### config.mk
export PLATFORM = sky130hd
export DESIGN_NAME = softplus_vector_unit_flat
export DESIGN_NICKNAME = d
export VERILOG_FILES = /design/src/rtl/softplus_vector_unit_pkg.sv /design/src/rtl/softplus_vector_unit_if.sv /design/src/rtl/softplus_lane.sv /design/src/rtl/softplus_vector_unit.sv /design/src/flat_wrapper.sv
export SDC_FILE = /design/constraint.sdc
export NUM_CORES = 1
export LEC_CHECK = 0
export CORE_ASPECT_RATIO = 1.2
export CORE_MARGIN = 3
export CORE_UTILIZATION = 35
export CTS_CLUSTER_SIZE = 10
export DETAILED_ROUTE_END_ITERATION = 12
export GPL_ROUTABILITY_DRIVEN = 0
export PLACE_DENSITY = 0.57
export SYNTH_ARGS = -nofsm -noshare
export SYNTH_HDL_FRONTEND = slang
export SYNTH_SLANG_ARGS = --single-unit
### constraint.sdc
create_clock -name clk -period 39.5 [get_ports clk]
set_input_delay 7.9 -clock clk [delete_from_list [all_inputs] [get_ports clk]]
set_output_delay 7.9 -clock clk [all_outputs]
set_load 0.02 [all_outputs]
### src/rtl/softplus_vector_unit_pkg.sv
// Shared FP32 constants, mode/state encodings and helpers for the softplus
// activation blocks (scalar unit, vector unit, neural-layer blocks).
package softplus_vector_unit_pkg;

    localparam logic [31:0] FP32_ZERO      = 32'h0000_0000;
    localparam logic [31:0] FP32_THREE     = 32'h4040_0000;
    localparam logic [31:0] FP32_MINUS_TWO = 32'hC000_0000;
    localparam logic [31:0] FP32_EXP_MASK  = 32'h7F80_0000;

    typedef enum logic [1:0] {
        MODE_SOFTPLUS     = 2'd0,
        MODE_RELU         = 2'd1,
        MODE_IDENTITY     = 2'd2,
        MODE_SOFTPLUS_ALT = 2'd3
    } mode_e;

    typedef enum logic [1:0] {
        ST_IDLE,
        ST_RUN,
        ST_DONE
    } state_e;

    function automatic logic is_nan(input logic [31:0] x);
        return ((x & FP32_EXP_MASK) == FP32_EXP_MASK) && (x[22:0] != '0);
    endfunction

endpackage

### src/rtl/softplus_vector_unit_if.sv
// Input-vector and result-vector valid/ready channels of the vector unit.
interface softplus_vector_unit_if #(
    parameter int unsigned VLEN = 4
);
    logic                   in_valid;
    logic                   in_ready;
    logic [1:0]             mode;
    logic [32*VLEN-1:0]     x_vec;
    logic                   out_valid;
    logic                   out_ready;
    logic [32*VLEN-1:0]     result_vec;

    modport master (
        output in_valid, mode, x_vec, out_ready,
        input  in_ready, out_valid, result_vec
    );

    modport slave (
        input  in_valid, mode, x_vec, out_ready,
        output in_ready, out_valid, result_vec
    );
endinterface

### src/rtl/softplus_lane.sv
// Scalar combinational activation lane: softplus / ReLU / identity on one FP32 word,
// plus the FP32 compare and ln(1+e^x) approximation blocks it is built from.
module FloatingCompare (
    input  logic [31:0] a,
    input  logic [31:0] b,
    output logic        gt
);
    logic [31:0] ka;
    logic [31:0] kb;

    // Map to an unsigned-orderable key; +0 and -0 are forced equal.
    always_comb begin
        ka = a[31] ? ~a : {1'b1, a[30:0]};
        kb = b[31] ? ~b : {1'b1, b[30:0]};
        gt = (ka > kb) && ((a[30:0] | b[30:0]) != '0);
    end
endmodule

module LogarithmApprox (
    input  logic [31:0] x,
    output logic [31:0] y
);
    logic [7:0]         e;
    logic [23:0]        m;
    logic [20:0]        mag;
    logic signed [21:0] fx;
    logic signed [21:0] seg_s;
    logic signed [21:0] base;
    logic [2:0]         seg;
    logic [16:0]        t;
    logic [17:0]        y0;
    logic [15:0]        slope;
    logic [32:0]        prod;
    logic [17:0]        yq;
    logic [4:0]         lead;

    // Q16 fixed point, linear interpolation between integer knots on [-2, 3].
    always_comb begin
        e     = x[30:23];
        m     = {(e != 8'd0), x[22:0]};
        mag   = '0;
        if (e <= 8'd134) mag = 21'(m >> (8'd134 - e));
        fx    = x[31] ? -$signed({1'b0, mag}) : $signed({1'b0, mag});
        seg_s = fx >>> 16;
        if (seg_s >= 22'sd2)       seg = 3'd4;
        else if (seg_s <= -22'sd2) seg = 3'd0;
        else                       seg = 3'(seg_s + 22'sd2);
        base  = ($signed({19'd0, seg}) - 22'sd2) <<< 16;
        t     = 17'(fx - base);
        case (seg)
            3'd0:    begin y0 = 18'd8318;   slope = 16'd12212; end
            3'd1:    begin y0 = 18'd20530;  slope = 16'd24896; end
            3'd2:    begin y0 = 18'd45426;  slope = 16'd40640; end
            3'd3:    begin y0 = 18'd86066;  slope = 16'd53324; end
            default: begin y0 = 18'd139390; slope = 16'd60402; end
        endcase
        prod = 33'(slope) * 33'(t);
        yq   = y0 + 18'(prod >> 16);
        lead = '0;
        for (int unsigned i = 0; i < 18; i++) begin
            if (yq[i]) lead = 5'(i);
        end
        y = {1'b0, 8'(8'd111 + lead), 23'({23'd0, yq} << (5'd23 - lead))};
    end
endmodule

module softplus_lane
    import softplus_vector_unit_pkg::*;
#(
    parameter logic [31:0] HI_THRESH = FP32_THREE,
    parameter logic [31:0] LO_THRESH = FP32_MINUS_TWO
) (
    input  logic [31:0] x,
    input  mode_e       mode,
    output logic [31:0] y
);
    logic        above_hi;
    logic        below_lo;
    logic [31:0] approx_y;

    FloatingCompare u_cmp_hi (.a(x),         .b(HI_THRESH), .gt(above_hi));
    FloatingCompare u_cmp_lo (.a(LO_THRESH), .b(x),         .gt(below_lo));
    LogarithmApprox u_log    (.x(x),         .y(approx_y));

    always_comb begin
        y = x;
        if (!is_nan(x)) begin
            case (mode)
                MODE_RELU:     y = (!x[31] && (x[30:0] != '0)) ? x : FP32_ZERO;
                MODE_IDENTITY: y = x;
                default:       y = above_hi ? x : (below_lo ? FP32_ZERO : approx_y);
            endcase
        end
    end
endmodule

### src/rtl/softplus_vector_unit.sv
// Vector softplus/ReLU/identity unit: latches a VLEN-word vector, streams it
// through one shared scalar lane, and presents the full result vector.
module softplus_vector_unit
    import softplus_vector_unit_pkg::*;
#(
    parameter int unsigned VLEN      = 4,
    parameter logic [31:0] HI_THRESH = FP32_THREE,
    parameter logic [31:0] LO_THRESH = FP32_MINUS_TWO
) (
    input  logic                  clk,
    input  logic                  rst,
    softplus_vector_unit_if.slave bus
);
    localparam int unsigned       IDX_W    = (VLEN > 1) ? $clog2(VLEN) : 1;
    localparam logic [IDX_W-1:0]  LAST_IDX = IDX_W'(VLEN - 1);

    state_e           state_q;
    state_e           state_d;
    logic [IDX_W-1:0] idx_q;
    mode_e            mode_q;
    logic [31:0]      x_q   [VLEN];
    logic [31:0]      res_q [VLEN];
    logic [31:0]      lane_x;
    logic [31:0]      lane_y;

    softplus_lane #(
        .HI_THRESH (HI_THRESH),
        .LO_THRESH (LO_THRESH)
    ) u_lane (
        .x    (lane_x),
        .mode (mode_q),
        .y    (lane_y)
    );

    always_ff @(posedge clk) begin
        if (rst) state_q <= ST_IDLE;
        else     state_q <= state_d;
    end

    always_comb begin
        state_d = state_q;
        case (state_q)
            ST_IDLE: if (bus.in_valid && bus.in_ready) state_d = ST_RUN;
            ST_RUN:  if (idx_q == LAST_IDX)            state_d = ST_DONE;
            ST_DONE: if (bus.out_ready)                state_d = ST_IDLE;
            default:                                   state_d = ST_IDLE;
        endcase
    end

    always_comb begin
        bus.in_ready  = (state_q == ST_IDLE) && !rst;
        bus.out_valid = (state_q == ST_DONE);
    end

    always_comb begin
        lane_x = x_q[0];
        for (int unsigned i = 0; i < VLEN; i++) begin
            if (idx_q == IDX_W'(i)) lane_x = x_q[i];
            bus.result_vec[32*i +: 32] = res_q[i];
        end
    end

    always_ff @(posedge clk) begin
        if (rst) begin
            idx_q  <= '0;
            mode_q <= MODE_SOFTPLUS;
            for (int unsigned i = 0; i < VLEN; i++) begin
                x_q[i]   <= '0;
                res_q[i] <= '0;
            end
        end else begin
            case (state_q)
                ST_IDLE: begin
                    if (bus.in_valid && bus.in_ready) begin
                        for (int unsigned i = 0; i < VLEN; i++) x_q[i] <= bus.x_vec[32*i +: 32];
                        mode_q <= mode_e'(bus.mode);
                        idx_q  <= '0;
                    end
                end
                ST_RUN: begin
                    for (int unsigned i = 0; i < VLEN; i++) begin
                        if (idx_q == IDX_W'(i)) res_q[i] <= lane_y;
                    end
                    idx_q <= idx_q + IDX_W'(1);
                end
                default: ;
            endcase
        end
    end
endmodule

### src/flat_wrapper.sv
// flat-port wrapper written by rule: the top's interface ports become plain ports
module softplus_vector_unit_flat import softplus_vector_unit_pkg::*;
#(
    parameter int unsigned VLEN      = 4,
    parameter logic [31:0] HI_THRESH = FP32_THREE,
    parameter logic [31:0] LO_THRESH = FP32_MINUS_TWO
)
  (clk, rst, bus_in_valid, bus_mode, bus_x_vec, bus_out_ready, bus_in_ready, bus_out_valid, bus_result_vec);
  softplus_vector_unit_if #(.VLEN(VLEN)) bus_i ();
  input  logic clk;
  input  logic rst;
  input wire logic [$bits(bus_i.in_valid)-1:0] bus_in_valid;
  input wire logic [$bits(bus_i.mode)-1:0] bus_mode;
  input wire logic [$bits(bus_i.x_vec)-1:0] bus_x_vec;
  input wire logic [$bits(bus_i.out_ready)-1:0] bus_out_ready;
  output wire logic [$bits(bus_i.in_ready)-1:0] bus_in_ready;
  output wire logic [$bits(bus_i.out_valid)-1:0] bus_out_valid;
  output wire logic [$bits(bus_i.result_vec)-1:0] bus_result_vec;
  assign bus_i.in_valid = bus_in_valid;
  assign bus_i.mode = bus_mode;
  assign bus_i.x_vec = bus_x_vec;
  assign bus_i.out_ready = bus_out_ready;
  assign bus_in_ready = bus_i.in_ready;
  assign bus_out_valid = bus_i.out_valid;
  assign bus_result_vec = bus_i.result_vec;
  softplus_vector_unit #(.VLEN(VLEN), .HI_THRESH(HI_THRESH), .LO_THRESH(LO_THRESH)) u_core (.clk(clk), .rst(rst), .bus(bus_i));
endmodule
==> results of run 1 <==
## worst max-delay path by stage
| stage | start | to |
|---|---|---|
| 4_1_cts | u_core.idx_q[0]$_SDFFE_PP0P_ | u_core.res_q[2][17]$_SDFFCE_PN0P_ |
| 6_report | u_core.idx_q[0]$_SDFFE_PP0P_ | u_core.res_q[2][17]$_SDFFCE_PN0P_ |
| 5_1_grt | u_core.idx_q[0]$_SDFFE_PP0P_ | u_core.res_q[1][17]$_SDFFCE_PN0P_ |
| 2_1_floorplan | rst | bus_in_ready |
| 3_3_place_gp | u_core.idx_q[0]$_SDFFE_PP0P_ | u_core.res_q[0][12]$_SDFFCE_PN0P_ |
| 3_5_place_dp | u_core.idx_q[0]$_SDFFE_PP0P_ | u_core.res_q[2][12]$_SDFFCE_PN0P_ |
## cell usage after synthesis (10+ instances only)
master,count,share of area
o31ai_1,22,0.0068
o221ai_1,27,0.0097
o22ai_1,12,0.0031
nand4_1,13,0.0033
buf_4,11,0.0034
or3_1,20,0.0051
o211ai_1,25,0.0077
mux2i_1,45,0.019
nor3_1,50,0.010
o21ai_1,14,0.0029
inv_1,307,0.047
nand2_1,165,0.025
xor2_1,18,0.0065
nor4_1,11,0.0028
a21oi_1,88,0.018
and3_1,140,0.036
a211oi_1,13,0.0040
o21a_1,13,0.0040
o21ai_0,58,0.012
clkbuf_1,80,0.012
and2_1,29,0.0075
buf_2,23,0.0047
mux2_2,43,0.020
edfxtp_1,256,0.32
a22oi_1,10,0.0031
nand3_1,46,0.0095
or2_2,15,0.0039
xnor2_1,36,0.013
nor2b_1,17,0.0044
ha_1,125,0.064
nand2b_1,40,0.010
fa_1,194,0.16
nor2_1,322,0.050
a31oi_1,10,0.0026
a21o_1,19,0.0059
## kinds of logic after synthesis
family / count (synthesis) / synth area share
compound gates: 433 / 0.137
xor+xnor: 56 / 0.0213
fa+ha+maj: 319 / 0.224
buf+inv: 438 / 0.0718
flops: 262 / 0.321
mux: 91 / 0.0412
other cells: 1 / 0.000154
simple gates: 906 / 0.183
## per-layer routing
metal  global-route usage  vias to the layer above
met2                0.383                      918
met4               0.0928                        0
met1                0.256                     9784
li1                     -                     9210
met5                    0                        -
met3               0.0239                      236
## flip-flops by register name, indices dropped and copies added, names as in the netlist
register	cells
u_core.idx_q	2
u_core.mode_q	2
u_core.res_q	128
u_core.state_q	2
u_core.x_q	128
## tightest hold or removal path: cells and delay by family (launching register included)
kind,cells,cell delay [ns]
buffers and inverters,1,0.07
AO/OA/AOI/OAI,1,0.07
flip-flops,1,0.31
## layout make-up
type,instances,area (µm²),share of cell area
Antenna cell,1,2.50,0.0000868
Clock buffer,45,807,0.0280
Clock inverter,3,63.8,0.00221
Inverter,313,1170,0.0408
Multi-Input combinational cell,1807,14800,0.513
Sequential cell,262,7810,0.271
Tap cell,909,1140,0.0395
Timing Repair Buffer,319,3050,0.106
## stage by stage
stage	area, µm²	util	setup slack [ns]
floorplan	24300	-	23.10
global placement	27900	0.407	21.25
detailed placement	27900	0.407	20.54
CTS	28800	0.420	20.48
global route	28800	0.420	18.89
finish	28800	0.420	20.11
==> flow_summary_export.csv, run 1 <==
group,metric,value,unit
timing,setup_tns,0,ns
floorplanning,row_count,105,
worst_setup_path,cp.depth,65,
routing,vias,20100,
floorplanning,io_pins,264,
timing,final-max-slew-violation-count,0,
floorplanning,die_h,295,µm
worst_setup_path,critPathRequiredTime,39.96,ns
floorplanning,die_x,247,µm
global_route,grt_max_degree,132,
worst_setup_path,r2r_setup_slack,20.11,ns
global_route,grt.overflow.total,0,
clocking,cts_tree,"done",
worst_setup_path,crit_family,"compound AO/OA/AOI/OAI gates",
clocking,clock_path_buffers,3,
global_route,track_usage,0.213,
yosys,syn_area,24300,µm²
yosys,synth-main-ff-cell,"edfxtp_1",
global_route,grt_pass1_wl,121000,µm
yosys,ys_warn_count,0,
layout,most-common-layout-cells,"nor2_1, inv_1, clkdlybuf4s50_1",
clocking,cts_resized,0,
clocking,clkLatencyLatePin,0.60,ns
worst_setup_path,crit_type,"register to register",
global_route,antenna_found_initial,0,
floorplanning,dieArea,72600,µm²
placed_design,portBuffers,263,
clocking,clock-sinks,262,
timing,fin_crit_sh,0.491,
timing,finClkSkew,0.0674,ns
yosys,synth_area_per_cell,9.70,µm²
timing,setup_viol,0,
yosys,synth-async-reset-ratio,0,
worst_setup_path,rr_worst_depth,65,
clocking,cts_setup_buffers,0,
clocking,cts_max_level,1,
layout,fin_nets,3186,
yosys,synth-seq-cells,262,
routing,wl_met1,29700,µm
worst_setup_path,crit_fanout,36,
yosys,synth-edff-count,256,
flow_run,cap_violations,0,
worst_setup_path,cp_slowest_cell,"o221a_2",
hold_path,whs_endpoint,"u_core.mode_q[1]$_SDFFE_PP0P_",
worst_setup_path,cpPeakStageDelay,0.77,ns
status,status,"finished, final reports clean",
hold_path,hold_path.startpoint,"u_core.mode_q[1]$_SDFFE_PP0P_",
clocking,clock-root-buffer,"clkbuf_16",
clocking,ctsHoldBuffers,0,
routing,top_layer_used,"met4",
hold_path,hold_path_class,"register to register",
routing,wl_per_cell,21.4,µm
timing,fmaxAchievable,0.0516,GHz
placed_design,dp_hpwl,61700,µm
routing,first_iter_violations,1804,
routing,route.detailed.drc,0,
worst_setup_path,startpoint_type,"register",
timing,hold_violations,0,
layout,drive_above_1_share,0.0818,
worst_setup_path,crit_top_cell,"inv_1",
floorplanning,core,68600,µm²
routing,finalWirelength,78400,µm
timing,worstMarginPinSlew,1.14,ns
worst_setup_path,timing.rr.start,"u_core.idx_q[0]$_SDFFE_PP0P_",
timing,slew_headroom,0.238,
worst_setup_path,cp.arrival,19.84,ns
routing,dr_wl_met3,4560,µm
yosys,syn_inst,2506,
layout,final_cells,3659,
yosys,yosysSeqAreaShare,0.321,
yosys,synth_cell_types,107,
timing,rsz0062_at_grt,"false",
clocking,cts_made_buffers,30,
routing,firstDrtPassIters,6,
routing,ant_nets,0,
timing,holdWs,0.504,ns
hold_path,hold_depth,2,
clocking,path_clk_slew,0.07,ns
routing,viasPerCell,5.51,
layout,fillCellCount,6700,
worst_setup_path,worst_setup_path_end_kind,"register",
routing,met2RoutedLength,40300,µm
layout,syn_to_final_growth,18.6,%
placed_design,dp.cells,3610,
global_route,grt_pass1_vias,20700,
worst_setup_path,r2r-end,"u_core.res_q[2][17]$_SDFFCE_PN0P_",
timing,finalCriticalPeriod,19.39,ns
worst_setup_path,cp_num_buf_inv,13,
layout,final_common_cell,"nor2_1",
floorplanning,start_util,0.354,
Power of run 1 is not shown: default switching activity piles up to over one toggle a cycle in this logic, so the estimate is an artifact.
==> inputs of run 2 (changes only) <==
Clock period 39.5 ns to 19.1 ns, I/O delays scaled along.
==> run 2 against run 1 <==
First-iteration DRC count fell by 8.5%. Register-to-register slack worse by 19 ns. Design area up 0.12%. Flip-flop and latch count stayed put. Global-route usage fell by 0.078 points. Worst setup slack got worse by 19 ns. Worst hold slack improved by 0.011 ns. Die area stayed put. Wire length is 0.50% higher. Final cell count did not move. Via count decreased by 0.20%. Maximum frequency increased by 7.4%.
==> flow_summary_export.csv, run 2 (same netlist as run 1, synthesis figures left out) <==
group,metric,value,unit
timing,slew_headroom,0.166,
worst_setup_path,cp_slowest_cell,"a2111oi_4",
hold_path,hold_depth,2,
clocking,clock_path_buffers,3,
routing,wl_per_cell,21.5,µm
timing,worstMarginPinSlew,1.25,ns
worst_setup_path,cpPeakStageDelay,0.76,ns
layout,drive_above_1_share,0.0862,
layout,fin_nets,3192,
timing,rsz0062_at_grt,"false",
worst_setup_path,cp-startpoint,"u_core.idx_q[0]$_SDFFE_PP0P_",
clocking,cts_made_buffers,30,
global_route,antenna_found_initial,0,
layout,syn_to_final_growth,18.7,%
timing,finalCriticalPeriod,18.05,ns
floorplanning,io_pins,264,
timing,finClkSkew,0.0525,ns
hold_path,hold_path.startpoint,"u_core.mode_q[1]$_SDFFE_PP0P_",
timing,hold_violations,0,
hold_path,hold_path_class,"register to register",
timing,fin_crit_sh,0.945,
worst_setup_path,critPathRequiredTime,19.43,ns
flow_run,cap_violations,0,
layout,largest_registers,"u_core.res_q (128), u_core.x_q (128)",
timing,final-max-slew-violation-count,0,
clocking,clkLatencyLatePin,0.59,ns
clocking,clock-root-buffer,"clkbuf_16",
floorplanning,row_count,105,
routing,viasPerCell,5.50,
timing,setup_viol,0,
routing,vias,20100,
routing,firstDrtPassIters,6,
routing,route.detailed.drc,0,
global_route,grt_max_degree,132,
status,status,"finished, final reports clean",
placed_design,dp_hpwl,62500,µm
timing,setup_tns,0,ns
placed_design,portBuffers,263,
routing,ant_nets,0,
global_route,grt.overflow.total,0,
floorplanning,die_h,295,µm
floorplanning,die_x,247,µm
clocking,path_clk_slew,0.05,ns
layout,most-common-layout-cells,"nor2_1, inv_1, clkdlybuf4s50_1",
clocking,cts_tree,"done",
global_route,grt_pass1_wl,121000,µm
routing,finalWirelength,78800,µm
routing,first_iter_violations,1651,
worst_setup_path,worst_setup_path_end_kind,"register",
global_route,track_usage,0.212,
floorplanning,core,68600,µm²
clocking,cts_max_level,1,
worst_setup_path,timing.rr.start,"u_core.idx_q[0]$_SDFFE_PP0P_",
layout,antenna_cells,0,
worst_setup_path,crit_fanout,21,
worst_setup_path,startpoint_type,"register",
timing,fmaxAchievable,0.0554,GHz
clocking,clock-sinks,262,
worst_setup_path,crit_type,"register to register",
floorplanning,dieArea,72600,µm²
layout,final_common_cell,"nor2_1",
worst_setup_path,crit_top_cell,"nor2_1",
floorplanning,start_util,0.354,
worst_setup_path,rr_worst_depth,61,
worst_setup_path,cp.arrival,18.38,ns
global_route,grt_pass1_vias,20500,
==> run 2: cell types whose count changed in the layout (fill, tap and decap cells not counted), moves of 2 or more <==
| cell | change |
|---|---|
| nor3_2 | +2 |
| nor3_1 | -2 |
| clkbuf_1 | -4 |
| buf_4 | +6 |
==> run 2: repair_timing <==
| action | 4_1_cts | 5_1_grt |
|---|---|---|
| hold buffers | 0 | 0 |
| resized for setup | 0 | 8 |
| endpoints found under the setup margin | 0 | 122 |
| setup buffers | 0 | 3 |
==> run 2: routing by layer <==
| layer | track usage | wire length [µm] | vias up |
|---|---|---|---|
| met3 | 0.0177 | 3970 | 195 |
| met4 | 0.0917 | 3750 | 0 |
| met1 | 0.255 | 30000 | 9878 |
| met5 | 0 | 0 | - |
| met2 | 0.387 | 41100 | 808 |
| li1 | - | - | 9227 |
==> run 2: area by class of cell <==
| type | count | area [µm²] |
|---|---|---|
| Clock buffer | 41 | 792 |
| Fill cell | 6698 | 39700 |
| Inverter | 313 | 1170 |
| Tap cell | 909 | 1140 |
| Sequential cell | 262 | 7810 |
| Timing Repair Buffer | 325 | 3090 |
| Clock inverter | 2 | 38.8 |
| Multi-Input combinational cell | 1807 | 14800 |
==> run 2: metrics by stage <==
stage | std cells | instance area, µm² | utilization | worst slack (ns) | hold slack (ns)
CTS | 3656 | 28800 | 0.420 | 0.378 | 0.514
detailed placement | 3613 | 28000 | 0.408 | 0.395 | 0.505
finish | 3659 | 28800 | 0.421 | 1.05 | 0.515
floorplan | 2507 | 24300 | - | 3.60 | 0.457
global placement | 3613 | 28000 | 0.408 | 0.707 | 0.494
global route | 3659 | 28800 | 0.421 | 0.00183 | 0.533
==> run 2: worst max-delay path, delay by kind of cell (launching register included) <==
kind | cells | cell delay (ns)
compound gates | 12 | 4.73
simple gates | 22 | 4.85
xor+xnor | 2 | 0.54
buf+inv | 13 | 2.32
flops | 1 | 0.40
fa+ha+maj | 10 | 4.34
mux | 2 | 0.62
==> run 2: worst paths after layout <==
kind	end	slack, ns
worst max register to register	u_core.res_q[3][10]$_SDFFCE_PN0P_	1.05
worst max-delay path	u_core.res_q[3][10]$_SDFFCE_PN0P_	1.05
worst min register to register	u_core.mode_q[1]$_SDFFE_PP0P_	0.52
worst min-delay path	u_core.mode_q[1]$_SDFFE_PP0P_	0.52
Power of run 2 is left out for the same reason.
